==> config.mk <==
export PLATFORM = sky130hd
export DESIGN_NAME = tdm_demux_1_16
export DESIGN_NICKNAME = d
export VERILOG_FILES = /design/src/rtl/tdm_demux_pkg.sv /design/src/rtl/tdm_slot_counter.sv /design/src/rtl/tdm_demux_1_16.sv
export SDC_FILE = /design/constraint.sdc
export NUM_CORES = 1
export LEC_CHECK = 0
export CAP_MARGIN = 20
export CORE_MARGIN = 2
export CORE_UTILIZATION = 53
export CTS_CLUSTER_SIZE = 30
export DETAILED_ROUTE_END_ITERATION = 6
export MAX_ROUTING_LAYER = met4
export PLACE_DENSITY = 0.81
export SETUP_SLACK_MARGIN = 0.4
export SYNTH_ARGS = -nofsm -noshare
export SYNTH_HDL_FRONTEND = slang
export SYNTH_SLANG_ARGS = --single-unit
==> constraint.sdc <==
create_clock -name Clk_In -period 2.6 [get_ports Clk_In]
set_input_delay 0.52 -clock Clk_In [delete_from_list [all_inputs] [get_ports Clk_In]]
set_output_delay 0.52 -clock Clk_In [all_outputs]
set_load 0.005 [all_outputs]
==> src/rtl/tdm_demux_pkg.sv <==
// tdm_demux_pkg: shared types and default sizing for the 1:16 TDM demultiplexer.
// Optional feature macro used by the top: TDM_DEMUX_ERR_CNT_EN (saturating error counter).
package tdm_demux_pkg;

  // Framing state: waiting for a slot-0 sync, or filling a frame.
  typedef enum logic {
    IDLE = 1'b0,
    RUN  = 1'b1
  } state_t;

  // Default frame geometry: 16 one-bit slots.
  localparam int NUM_CHANNELS_DEF = 16;
  localparam int SEL_WIDTH_DEF    = 4;
  localparam int DATA_WIDTH_DEF   = 1;

  // Error counter saturates here instead of wrapping.
  localparam logic [7:0] ERR_CNT_MAX = 8'hFF;

endpackage

==> src/rtl/tdm_slot_counter.sv <==
// tdm_slot_counter: slot index for the framing FSM.
// Priority: clear > load-1 > increment (wrapping after the last slot) > hold.
// 'last' flags that the current index is the final slot of a frame.
module tdm_slot_counter
  import tdm_demux_pkg::*;
#(
  parameter int NUM_CHANNELS = NUM_CHANNELS_DEF,
  parameter int SEL_WIDTH    = SEL_WIDTH_DEF
) (
  input  logic                 clk,
  input  logic                 rst,
  input  logic                 clr,
  input  logic                 load_one,
  input  logic                 inc,
  output logic [SEL_WIDTH-1:0] count,
  output logic                 last
);

  localparam logic [SEL_WIDTH-1:0] LAST_IDX = SEL_WIDTH'(NUM_CHANNELS - 1);
  localparam logic [SEL_WIDTH-1:0] ONE      = SEL_WIDTH'(1);

  // Last-slot decode drives both the wrap and frame publication upstream.
  always_comb last = (count == LAST_IDX);

  // Slot index register; a load of 1 means slot 0 was just filled by a sync sample.
  always_ff @(posedge clk or posedge rst) begin
    if (rst)           count <= '0;
    else if (clr)      count <= '0;
    else if (load_one) count <= ONE;
    else if (inc)      count <= last ? '0 : count + ONE;
  end

endmodule

==> src/rtl/tdm_demux_1_16.sv <==
// tdm_demux_1_16: 1-lane to NUM_CHANNELS-slot TDM demultiplexer.
// Samples are qualified by Enable_In and framed by Frame_Sync_In on slot 0.
// Slots accumulate in a shadow register; a complete frame is published to
// Channel_Data_Out one clock after its last slot, with a Frame_Valid_Out pulse.
// Framing violations give a registered Sync_Error_Out pulse.
// Optional: define TDM_DEMUX_ERR_CNT_EN to add the saturating Error_Count_Out port.
module tdm_demux_1_16
  import tdm_demux_pkg::*;
#(
  parameter int NUM_CHANNELS = NUM_CHANNELS_DEF,
  parameter int SEL_WIDTH    = SEL_WIDTH_DEF,
  parameter int DATA_WIDTH   = DATA_WIDTH_DEF
) (
  input  logic                               Clk_In,
  input  logic                               Reset_In,
  input  logic                               Enable_In,
  input  logic                               Frame_Sync_In,
  input  logic [DATA_WIDTH-1:0]              Data_In,
  output logic [NUM_CHANNELS*DATA_WIDTH-1:0] Channel_Data_Out,
  output logic                               Frame_Valid_Out,
  output logic [SEL_WIDTH-1:0]               Slot_Select_Out,
  output logic                               Sync_Error_Out
`ifdef TDM_DEMUX_ERR_CNT_EN
  ,
  output logic [7:0]                         Error_Count_Out
`endif
);

  state_t                                    state, state_nxt;
  logic [SEL_WIDTH-1:0]                      slot_cnt, wr_idx;
  logic                                      slot_last;
  logic                                      cnt_clr, cnt_load, cnt_inc;
  logic                                      wr_en, pub_nxt, err_nxt;
  logic [NUM_CHANNELS-1:0][DATA_WIDTH-1:0]   shadow, merged;

  tdm_slot_counter #(
    .NUM_CHANNELS (NUM_CHANNELS),
    .SEL_WIDTH    (SEL_WIDTH)
  ) u_slot_cnt (
    .clk      (Clk_In),
    .rst      (Reset_In),
    .clr      (cnt_clr),
    .load_one (cnt_load),
    .inc      (cnt_inc),
    .count    (slot_cnt),
    .last     (slot_last)
  );

  // A sync sample always lands in slot 0 (fresh frame or resync); otherwise the counter picks the slot.
  always_comb wr_idx = Frame_Sync_In ? '0 : slot_cnt;

  // State register.
  always_ff @(posedge Clk_In or posedge Reset_In) begin
    if (Reset_In) state <= IDLE;
    else          state <= state_nxt;
  end

  // Framing decisions; nothing moves on cycles without Enable_In.
  always_comb begin
    state_nxt = state;
    cnt_clr   = 1'b0;
    cnt_load  = 1'b0;
    cnt_inc   = 1'b0;
    wr_en     = 1'b0;
    pub_nxt   = 1'b0;
    err_nxt   = 1'b0;
    if (Enable_In) begin
      case (state)
        IDLE: begin
          if (Frame_Sync_In) begin
            wr_en     = 1'b1;
            cnt_load  = 1'b1;
            state_nxt = RUN;
          end
        end
        RUN: begin
          if (Frame_Sync_In && (slot_cnt != '0)) begin
            // Early sync: drop the partial frame and restart at slot 0.
            err_nxt  = 1'b1;
            wr_en    = 1'b1;
            cnt_load = 1'b1;
          end else if (!Frame_Sync_In && (slot_cnt == '0)) begin
            // Expected a sync at slot 0: lose lock and wait for the next one.
            err_nxt   = 1'b1;
            cnt_clr   = 1'b1;
            state_nxt = IDLE;
          end else begin
            wr_en   = 1'b1;
            cnt_inc = 1'b1;
            pub_nxt = slot_last;
          end
        end
        default: state_nxt = IDLE;
      endcase
    end
  end

  // Shadow contents including this cycle's sample, so the last slot can be published without a bubble.
  always_comb begin
    merged = shadow;
    if (wr_en) merged[wr_idx] = Data_In;
  end

  // Shadow register; stale slots from a dropped frame are simply overwritten later.
  always_ff @(posedge Clk_In or posedge Reset_In) begin
    if (Reset_In)   shadow <= '0;
    else if (wr_en) shadow <= merged;
  end

  // Published frame and the two pulse outputs; only complete frames ever load Channel_Data_Out.
  always_ff @(posedge Clk_In or posedge Reset_In) begin
    if (Reset_In) begin
      Channel_Data_Out <= '0;
      Frame_Valid_Out  <= 1'b0;
      Sync_Error_Out   <= 1'b0;
    end else begin
      Frame_Valid_Out <= pub_nxt;
      Sync_Error_Out  <= err_nxt;
      if (pub_nxt) Channel_Data_Out <= merged;
    end
  end

  always_comb Slot_Select_Out = slot_cnt;

`ifdef TDM_DEMUX_ERR_CNT_EN
  logic [7:0] err_cnt;

  // Saturating count of framing errors, cleared only by reset.
  always_ff @(posedge Clk_In or posedge Reset_In) begin
    if (Reset_In)                               err_cnt <= '0;
    else if (err_nxt && err_cnt != ERR_CNT_MAX) err_cnt <= err_cnt + 8'd1;
  end

  always_comb Error_Count_Out = err_cnt;
`endif

endmodule

==> metrics.yaml <==
crit_type: "flip-flop to flip-flop"
io_pins: 27
setup_violations: 0
max_cap_viol_count: 0
worstPathRequired_ns: 2.84
synth-simple-area-share: 0.1315
fin_crit_sh: 0.8350
slew_violations: 0
holdWs_ns: 0.5070
dr.pass1.iters: 4
p_int_mw: 1.085
clock_path_buffers: 2
slowest_stage: "dfrtp_1"
numClockSinks: 39
nFillCells: 241
power_frac_comb: 0.381
avgSynthCellArea_um2: 12.47
path_buf_inv: 3
p_leak_nw: 1.081
cp_top_family: "simple AND/OR/NAND/NOR gates"
syn_inst: 148
num_rows: 21
ys_ff_latch: 39
syn_nets: 158
netlist_area_mm2: 0.001846
cp_slowest_stage_delay_ns: 0.41
synth_top_family_by_area: "multiplexers"
status: "finished, final reports clean"
ant_nets: 0
dr.first_iter.drc_count: 29
grt_pass1_wl_mm: 5.664
hold_viol: 0
core_area_mm2: 0.003337
period_needed_ns: 2.171
diodes: 0
grt_pass1_vias: 1203
routed_wl_mm: 3.341
ys_warn_count: 0
fin_nets: 196
die_x_um: 63.01
synth-xor-area-share: 0.004746
worst_slack_ns: 0.4290
seq_area_frac_synth: 0.5288
cts_tree: "built"
ys_types: 32
clk_pin_slew_ns: 0.11
worst_pin_slew_ns: 0.4735
wl_per_cell_um: 14.34
dp_hpwl_mm: 2.338
end_kind: "flip-flop"
rsz0062_at_grt: "yes"
antenna_found_initial: 0
fin_skew_ns: 0.007501
area_growth_pct: 28.88
synthAdderAreaFrac: 0.03390
num_vias: 1247
start_util: 0.5531
numCtsBuffers: 5
viasPerCell: 5.352
yosys.area.top_type_share: 0.5288
synth_compound_area_frac: 0.05492
cts_hold_buf: 0
power.net_switching_mw: 0.5767
portBuffers: 26
switching_share: 0.3471
drive_above_1_share: 0.3529
grt_max_degree: 40
cts-htree-levels: 2
max_slew_margin: 0.6844
ys_top_cells_by_area: "dfrtp_1, mux2_2, mux2_4"
muxShareOfSynthArea: 0.2007
seq_power_share: 0.444
drc: 0
ir_worst_vdd_mv: 0.4396
die_h_um: 63.01
grt-ovfl-total: 0
worstPathCellList: "inv_4, ha_4, nand2_4, inv_4, ha_4, nand4bb_1, buf_6, or3_4, nor2_4, mux2_4"
worst_ep_arrival_time_ns: 2.41
insertion_delay_ns: 0.34
pre_cts_ws_ns: -0.02802
cp-start-kind: "flip-flop"
clkPwrFrac: 0.175
routabilityCongestion: 0.8347
hold_class: "flip-flop to flip-flop"
root_buffer: "clkbuf_4"
power_density_mw_per_mm2: 698.5
track_usage: 0.1883
path_max_fanout: 7
max_freq_mhz: 460.6
dieArea_mm2: 0.003970
yosysTopAreaCell: "dfrtp_1"
## cells in the mapped netlist, drive strengths merged
| cell | count |
|---|---|
| dfrtp | 39 |
| o2bb2ai | 1 |
| o22ai | 1 |
| nand2b | 3 |
| xor2 | 1 |
| buf | 8 |
| nor3b | 1 |
| or3 | 2 |
| nor3 | 6 |
| nand4bb | 1 |
| nor2b | 2 |
| a21oi | 3 |
| o21ai | 5 |
| nor2 | 6 |
| o2111ai | 1 |
| clkbuf | 1 |
| o221a | 1 |
| nand2 | 14 |
| ha | 5 |
| nand3 | 2 |
| nor4 | 4 |
| o21bai | 1 |
| a31oi | 3 |
| mux2 | 29 |
| inv | 5 |
| nand4 | 2 |
| mux2i | 1 |
## registers in the layout, indices dropped and copies added (netlist names)
signal,cells
Channel_Data_Out,16
Frame_Valid_Out,1
shadow,16
u_slot_cnt.count,4
Sync_Error_Out,1
state,1
## cell families after synthesis
| kind of cell | Yosys count |
|---|---|
| buf+inv | 14 |
| mux | 30 |
| fa+ha+maj | 5 |
| simple gates | 43 |
| xor+xnor | 1 |
| flops | 39 |
| compound gates | 16 |
## layout make-up
| type | count | area (um^2) | area share |
|---|---|---|---|
| Clock buffer | 7 | 45.04 | 0.01894 |
| Timing Repair Buffer | 40 | 384.1 | 0.1615 |
| Clock inverter | 1 | 5.005 | 0.002104 |
| Inverter | 5 | 26.28 | 0.01105 |
| Sequential cell | 39 | 975.9 | 0.4103 |
| Multi-Input combinational cell | 95 | 884.6 | 0.3719 |
| Tap cell | 46 | 57.56 | 0.02420 |
## cell usage in the layout (no fill, tap or decap), drive strengths merged
cell           Yosys  final
a21oi              3      3
a31oi              3      3
buf                8     14
clkbuf             1      7
clkdlybuf4s50      0     25
clkinv             0      1
dfrtp             39     39
dlymetal6s2s       0      1
ha                 5      5
inv                5      5
mux2              29     29
mux2i              1      1
nand2             14     14
nand2b             3      3
nand3              2      2
nand4              2      2
nand4bb            1      1
nor2               6      6
nor2b              2      2
nor3               6      6
nor3b              1      1
nor4               4      4
o2111ai            1      1
o21ai              5      5
o21bai             1      1
o221a              1      1
o22ai              1      1
o2bb2ai            1      1
or3                2      2
xor2               1      1
## metal layers
layer,up-vias,track usage,share of wire
li1,602,-,-
met1,612,0.2452,0.48
met2,27,0.2832,0.47
met3,6,0.06847,0.041
met4,0,0.04167,0.014
met5,-,-,0
## what timing repair did
item                                    CTS  global route
gates cloned                              0             0
setup buffers                             1             4
pin swaps                                 2             4
hold endpoints to repair                  0             0
endpoints found under the setup margin    2             9
resized for setup                         3             7
## path summary, 6_finish.rpt
kind | from | endpoint | slack [ns] | cells after the start
worst max-delay path | u_slot_cnt.count[0] | shadow[12] | 0.43 | 10
worst min register to register | shadow[0] | shadow[0] | 0.51 | 1
worst min-delay path | shadow[0] | shadow[0] | 0.51 | 1
worst max register to register | u_slot_cnt.count[0] | shadow[12] | 0.43 | 10
max in group asynchronous | Reset_In | Channel_Data_Out[0] | 1.69 | 3
min in group asynchronous | Reset_In | shadow[15] | 0.58 | 3
## power groups by stage
stage          sequential, mW  combinational [mW]  clock, mW
2_1_floorplan           0.727               0.440          0
3_3_place_gp            0.745               0.517          0
3_5_place_dp            0.752               0.534          0
6_report                0.738               0.633      0.291
5_1_grt                 0.749               0.688      0.327
4_1_cts                 0.738               0.547      0.293
## through the flow
stage	utilization	total power, mW	TNS [ns]	instance area (um^2)	std cells
floorplan	-	1.167	0	1928	148
global placement	0.6727	1.262	0	2245	220
detailed placement	0.6727	1.285	-0.02802	2245	220
CTS	0.6925	1.578	0	2311	229
global route	0.7128	1.763	0	2379	233
finish	0.7128	1.661	0	2379	233
(Power assumes the default switching activity.)
